`src/rtl/turf_regbus_pkg.sv`:
```
// turf_regbus_pkg: shared FSM encoding and sizing helpers for the TURFIO register-bus slave
package turf_regbus_pkg;
  typedef enum logic [2:0] {ST_IDLE, ST_WDATA, ST_RWAIT, ST_RDATA, ST_DRAIN} state_e;
  localparam int ABORT_W = 8;
  function automatic int nbeats(input int dw, input int bw);
    return dw / bw;
  endfunction
endpackage

```
`src/rtl/turf_regbus_shift.sv`:
```
// turf_regbus_shift: NBEATS-beat word shifter with beat counter, shifting right with new beats entering at the top
module turf_regbus_shift
  import turf_regbus_pkg::*;
#(
  parameter int BUS_WIDTH  = 8,
  parameter int DATA_WIDTH = 32
) (
  input  logic                  clk_i,
  input  logic                  rst_n_i,
  input  logic                  clr_i,
  input  logic                  load_i,
  input  logic                  shift_i,
  input  logic [DATA_WIDTH-1:0] load_data_i,
  input  logic [BUS_WIDTH-1:0]  beat_i,
  output logic [DATA_WIDTH-1:0] word_o,
  output logic                  last_o,
  output logic                  busy_o
);
  localparam int NB = nbeats(DATA_WIDTH, BUS_WIDTH);
  localparam int CW = $clog2(NB);
  logic [DATA_WIDTH-1:0] sh_q;
  logic [CW-1:0]         cnt_q;
  assign word_o = sh_q;
  assign last_o = cnt_q == CW'(NB - 1);
  assign busy_o = cnt_q != '0;
  always_ff @(posedge clk_i or negedge rst_n_i)
    if (!rst_n_i) begin
      sh_q  <= '0;
      cnt_q <= '0;
    end else if (load_i) begin
      sh_q  <= load_data_i;
      cnt_q <= '0;
    end else if (shift_i) begin
      sh_q  <= {beat_i, sh_q[DATA_WIDTH-1:BUS_WIDTH]};
      cnt_q <= last_o ? '0 : cnt_q + 1'b1;
    end else if (clr_i) begin
      cnt_q <= '0;
    end
endmodule

```
`src/rtl/turf_regbus_slave_v3.sv`:
```
// turf_regbus_slave_v3: byte-serial TURFIO register-bus slave with burst auto-increment,
// fixed-latency read handshake and abort counting
module turf_regbus_slave_v3
  import turf_regbus_pkg::*;
#(
  parameter int BUS_WIDTH  = 8,
  parameter int DATA_WIDTH = 32,
  parameter int ADDR_BITS  = 8,
  parameter int RD_LATENCY = 1
) (
  input  logic                  clk_i,
  input  logic                  rst_n_i,
  input  logic                  cs_n_i,
  input  logic                  wnr_i,
  input  logic [BUS_WIDTH-1:0]  bus_d_i,
  output logic [BUS_WIDTH-1:0]  bus_d_o,
  output logic                  bus_oe_o,
  output logic [ADDR_BITS-1:0]  reg_addr_o,
  output logic                  reg_wr_o,
  output logic [DATA_WIDTH-1:0] reg_wdata_o,
  output logic                  reg_rd_o,
  input  logic [DATA_WIDTH-1:0] reg_rdata_i,
  output logic [ABORT_W-1:0]    abort_cnt_o,
  output logic [2:0]            state_o
);
  logic                  cs_q, wnr_q;
  logic [BUS_WIDTH-1:0]  d_q;
  state_e                state_q, state_d;
  logic [ADDR_BITS-1:0]  addr_q, addr_d, reg_addr_q, reg_addr_d;
  logic [2:0]            lat_q, lat_d;
  logic                  wr_q, wr_d, rd_q, rd_d, oe_q, oe_d, abort;
  logic [DATA_WIDTH-1:0] wdata_q, wdata_d, wr_word, rd_word;
  logic [ABORT_W-1:0]    abort_q;
  logic                  wr_shift, wr_last, wr_busy, rd_load, rd_shift, rd_last, rd_busy;
  logic                  unused;
  turf_regbus_shift #(.BUS_WIDTH(BUS_WIDTH), .DATA_WIDTH(DATA_WIDTH)) u_wr (
    .clk_i(clk_i), .rst_n_i(rst_n_i), .clr_i(state_q == ST_IDLE), .load_i(1'b0),
    .shift_i(wr_shift), .load_data_i('0), .beat_i(d_q), .word_o(wr_word),
    .last_o(wr_last), .busy_o(wr_busy)
  );
  turf_regbus_shift #(.BUS_WIDTH(BUS_WIDTH), .DATA_WIDTH(DATA_WIDTH)) u_rd (
    .clk_i(clk_i), .rst_n_i(rst_n_i), .clr_i(1'b0), .load_i(rd_load),
    .shift_i(rd_shift), .load_data_i(reg_rdata_i), .beat_i('0), .word_o(rd_word),
    .last_o(rd_last), .busy_o(rd_busy)
  );
  assign unused = ^{wr_word[BUS_WIDTH-1:0], rd_word[DATA_WIDTH-1:BUS_WIDTH], rd_busy};
  always_comb begin
    state_d    = state_q;
    addr_d     = addr_q;
    reg_addr_d = reg_addr_q;
    lat_d      = lat_q;
    wdata_d    = wdata_q;
    wr_d       = 1'b0;
    rd_d       = 1'b0;
    oe_d       = 1'b0;
    abort      = 1'b0;
    wr_shift   = 1'b0;
    rd_load    = 1'b0;
    rd_shift   = 1'b0;
    case (state_q)
      ST_IDLE: if (!cs_q) begin
        addr_d     = d_q[ADDR_BITS-1:0];
        reg_addr_d = d_q[ADDR_BITS-1:0];
        lat_d      = '0;
        rd_d       = !wnr_q;
        state_d    = wnr_q ? ST_WDATA : ST_RWAIT;
      end
      ST_WDATA: begin
        abort    = cs_q && wr_busy;
        wr_shift = !cs_q;
        if (cs_q) state_d = ST_IDLE;
        else if (wr_last) begin
          wr_d       = 1'b1;
          wdata_d    = {d_q, wr_word[DATA_WIDTH-1:BUS_WIDTH]};
          reg_addr_d = addr_q;
          addr_d     = addr_q + 1'b1;
        end
      end
      ST_RWAIT: begin
        abort   = cs_q;
        rd_load = !cs_q && lat_q == 3'(RD_LATENCY);
        oe_d    = rd_load;
        lat_d   = lat_q + 1'b1;
        state_d = cs_q ? ST_IDLE : rd_load ? ST_RDATA : ST_RWAIT;
      end
      ST_RDATA: begin
        abort    = cs_q && !rd_last;
        rd_shift = !abort;
        oe_d     = !cs_q && !rd_last;
        rd_d     = rd_last && !cs_q;
        lat_d    = '0;
        addr_d     = rd_d ? addr_q + 1'b1 : addr_q;
        reg_addr_d = rd_d ? addr_q + 1'b1 : reg_addr_q;
        state_d  = abort ? ST_IDLE : !rd_last ? ST_RDATA : cs_q ? ST_DRAIN : ST_RWAIT;
      end
      default: state_d = ST_IDLE;
    endcase
  end
  always_ff @(posedge clk_i or negedge rst_n_i)
    if (!rst_n_i) begin
      cs_q       <= 1'b1;
      wnr_q      <= 1'b0;
      d_q        <= '0;
      state_q    <= ST_IDLE;
      addr_q     <= '0;
      reg_addr_q <= '0;
      lat_q      <= '0;
      wr_q       <= 1'b0;
      rd_q       <= 1'b0;
      oe_q       <= 1'b0;
      wdata_q    <= '0;
      abort_q    <= '0;
    end else begin
      cs_q       <= cs_n_i;
      wnr_q      <= wnr_i;
      d_q        <= bus_d_i;
      state_q    <= state_d;
      addr_q     <= addr_d;
      reg_addr_q <= reg_addr_d;
      lat_q      <= lat_d;
      wr_q       <= wr_d;
      rd_q       <= rd_d;
      oe_q       <= oe_d;
      wdata_q    <= wdata_d;
      abort_q    <= (abort && abort_q != '1) ? abort_q + 1'b1 : abort_q;
    end
  assign bus_d_o     = rd_word[BUS_WIDTH-1:0];
  assign bus_oe_o    = oe_q;
  assign reg_addr_o  = reg_addr_q;
  assign reg_wr_o    = wr_q;
  assign reg_wdata_o = wdata_q;
  assign reg_rd_o    = rd_q;
  assign abort_cnt_o = abort_q;
  assign state_o     = state_q;
endmodule

```
`config.mk`:
```
export PLATFORM = sky130hd
export DESIGN_NAME = turf_regbus_slave_v3
export DESIGN_NICKNAME = d
export VERILOG_FILES = /design/src/rtl/turf_regbus_pkg.sv /design/src/rtl/turf_regbus_shift.sv /design/src/rtl/turf_regbus_slave_v3.sv
export SDC_FILE = /design/constraint.sdc
export NUM_CORES = 1
export LEC_CHECK = 0
export BUFFER_PORTS_ARGS = -buffer_cell sky130_fd_sc_hd__buf_2
export CORE_MARGIN = 1.5
export CORE_UTILIZATION = 56
export DETAILED_ROUTE_END_ITERATION = 10
export GPL_TIMING_DRIVEN = 0
export HOLD_SLACK_MARGIN = 0.1
export PLACE_DENSITY = 0.8
export SLEW_MARGIN = 20
export SYNTH_ARGS = -nofsm -noshare
export SYNTH_HDL_FRONTEND = slang
export SYNTH_SLANG_ARGS = --single-unit
```
`constraint.sdc`:
```
create_clock -name clk_i -period 2.3 [get_ports clk_i]
set_input_delay 0.23 -clock clk_i [delete_from_list [all_inputs] [get_ports clk_i]]
set_output_delay 0.23 -clock clk_i [all_outputs]
set_load 0.005 [all_outputs]
```
==> out/qor.csv <==
metric;value;unit
Mapped Avg Cell Area;12.31;um^2
TritonCTS Sinks;135;
setup TNS;0;ns
gr usage total;25.76;%
average wire per standard cell;17.05;um
core area;10320;um^2
worst-path fanout max;10;
Critical Path AT;2.27;ns
RR Startpoint;state_o[1];
fin. max-slew vios;0;
outcome;completed;
Worst Setup Start Kind;flop;
nets@finish;703;
Top Ports;106;
Final min period;1.899;ns
PD cells;1081;nW/um^2
Port Buf Inserts;105;
Worst setup EP type;flop;
cts hold-fix bufs;43;
DRT antenna net count;0;
register area share after synthesis;56.85;%
share of post-route cells with drive strength above 1;31.47;%
dominant synthesized flop cell;dfrtp_1;
Root Driver;clkbuf_8;
post-CTS setup buffer count;0;
Worst Reg-to-Reg Cells;6;
site row count;37;
max-cap violations;0;
Max Clock Skew;0.007749;ns
slowest stage cell, crit path;clkbuf_1;
R2R Path End;u_rd.word_o[21];
Reg clk slew, reported paths;0.06;ns
Pwr Total;0.008203;W
clk buf depth;2;
Vias per Instance;5.503;
number of antenna violations at the first check in global routing;0;
full die area;11240;um^2
area delta synth->final;27.62;%
vias in the first global route;4367;
number of gates resized after CTS;0;
clk_lat worst skew;0.52;ns
CP peak stage delay;0.42;ns
relative slew slack;65.63;%
diode count;0;
final wirelength;13590;um
Worst VDD drop;754.5;uV
EDFF count, synth;0;
Hold WC Path Type;primary input to asynchronous set/reset pin;
# H-tree levels;4;
total gr overflow;0;
Leak;3.759;nW
period utilisation layout;82.57;%
worst setup path startpoint;state_o[1];
#FFs+latches synth;135;
Die H;106.0;um
asr flop ratio synth;100.0;%
Syn. warnings;0;
Placer Congestion;0.8280;
drt initial violations;249;
Critical Path RT;2.67;ns
dpl hpwl;8617;um
Mapped Area;5944;um^2
CTS Buf Count;17;
# DRC;0;
maximum number of pins on one net before global-route repair;97;
Max Freq;526.6;MHz
drt pass-1 iters;5;
flop2flop setup slack;0.40;ns
RSZ-0062 raised after global routing;no;
routed vias;4386;
Worst-Margin Slew;0.5156;ns
setup violators final;0;
Worst Setup Path Type;flop to flop;
first-pass GRT wire length;21980;um
Initial Util;57.58;%
Netlist cell types;53;
Mapped Cells;483;
Final Hold Violating Endpoints;0;
final core occ;73.48;%
fillcell total;706;
final hold slack;0.1821;ns
Die X;106.0;um
critical-path cell list;buf_6, nor2b_1, and4b_1, buf_4, clkbuf_1, o21ai_1;
TritonCTS clock tree;done;
Net Count, Synth;535;
kinds of logic (layout without fill, tap and decap cells):
| group | after synthesis | in the layout | share of synthesized area, % |
|---|---|---|---|
| flops | 135 | 135 | 56.85 |
| mux | 82 | 82 | 15.15 |
| compound gates | 99 | 99 | 10.97 |
| fa+ha+maj | 8 | 8 | 1.684 |
| buf+inv | 48 | 226 | 5.051 |
| simple gates | 100 | 100 | 8.672 |
| xor+xnor | 11 | 11 | 1.621 |
flip-flops by register name, indices dropped and copies added (netlist names):
signal / flops
reg_wdata_o: 32
u_rd.word_o: 32
u_wr.word_o: 24
abort_cnt_o: 8
addr_q: 8
d_q: 8
reg_addr_o: 8
lat_q: 3
state_o: 3
u_rd.cnt_q: 2
u_wr.cnt_q: 2
bus_oe_o: 1
cs_q: 1
reg_rd_o: 1
reg_wr_o: 1
wnr_q: 1
through the flow:
step / setup WS [ns] / area (um^2) / instances
5_1_grt: 0.2714 / 7586 / 797
6_report: 0.4009 / 7586 / 797
3_3_place_gp: -0.7178 / 6640 / 724
4_1_cts: 0.4058 / 7586 / 797
2_1_floorplan: 0.6301 / 5944 / 483
3_5_place_dp: 0.4061 / 6678 / 725
layout by cell type (no fill, tap or decap), types with 5 or more instances in the layout:
cell type,count
ha_1,8
mux2_2,34
o21ai_0,11
dlygate4sd3_1,43
nand2_1,34
buf_6,5
clkbuf_16,16
clkbuf_1,12
a21o_1,9
a22o_1,18
xor2_1,10
nor3_1,6
inv_1,9
a31oi_1,8
a21oi_1,17
mux2i_1,18
buf_4,19
mux2_1,30
nand3_1,11
buf_2,113
o21ai_1,19
nor2_1,18
dfrtp_1,134
per-layer routing:
metal  global-route usage (%)  vias up  part of all wire [%]
met4                    7.722        0                   1.2
met3                    7.112       18                   5.6
li1                         -     2050                     -
met2                    44.43      157                    52
met1                    31.65     2161                    41
met5                        0        -                     0
cells in the mapped netlist, types with 8 or more instances:
library cell  count  area (um^2)
a22o_1           18        157.7
a21o_1            9        67.56
mux2_2           34        382.9
nand2_1          34        127.6
buf_4            19        142.6
mux2i_1          18        180.2
a31oi_1           8        50.05
a21oi_1          17        85.08
nor2_1           18        67.56
o21ai_0          11        55.05
inv_1             9        33.78
xor2_1           10        87.58
nand3_1          11        55.05
buf_2             9        45.04
dfrtp_1         134         3353
ha_1              8        100.1
o21ai_1          19        95.09
mux2_1           30        337.8
worst max path at each step:
stage,endpoint,slack [ns]
final,u_rd.word_o[21],0.40
after global placement,u_rd.word_o[14],-0.72
after detailed placement,reg_wdata_o[16],0.41
after CTS,reg_wdata_o[16],0.41
after global routing,u_rd.word_o[21],0.27
after floorplan,reg_wdata_o[10],0.63
report_power, final:
| group | total [W] | switching (W) | internal (W) |
|---|---|---|---|
| Clock | 0.00223 | 0.000909 | 0.00132 |
| Sequential | 0.00370 | 0.000548 | 0.00315 |
| Combinational | 0.00227 | 0.00108 | 0.00119 |
| Total | 0.00820 | 0.00254 | 0.00566 |
layout make-up:
cell class	instances	area (um^2)	share of cell area, %
Sequential cell	135	3379	44.55
Clock buffer	24	450.4	5.938
Multi-Input combinational cell	300	2265	29.85
Inverter	9	33.78	0.4453
Buffer	39	266.5	3.513
Tap cell	136	170.2	2.243
Timing Repair Buffer	149	993.5	13.10
Clock inverter	5	27.53	0.3629
worst max-delay path: cells and delay by family (launching register included):
| kind | cells | cell delay [ns] |
|---|---|---|
| buffers and inverters | 3 | 0.74 |
| and+or+nand+nor | 2 | 0.45 |
| DFF | 1 | 0.36 |
| AOI/OAI and AO/OA | 1 | 0.19 |
(Power assumes the default switching activity.)
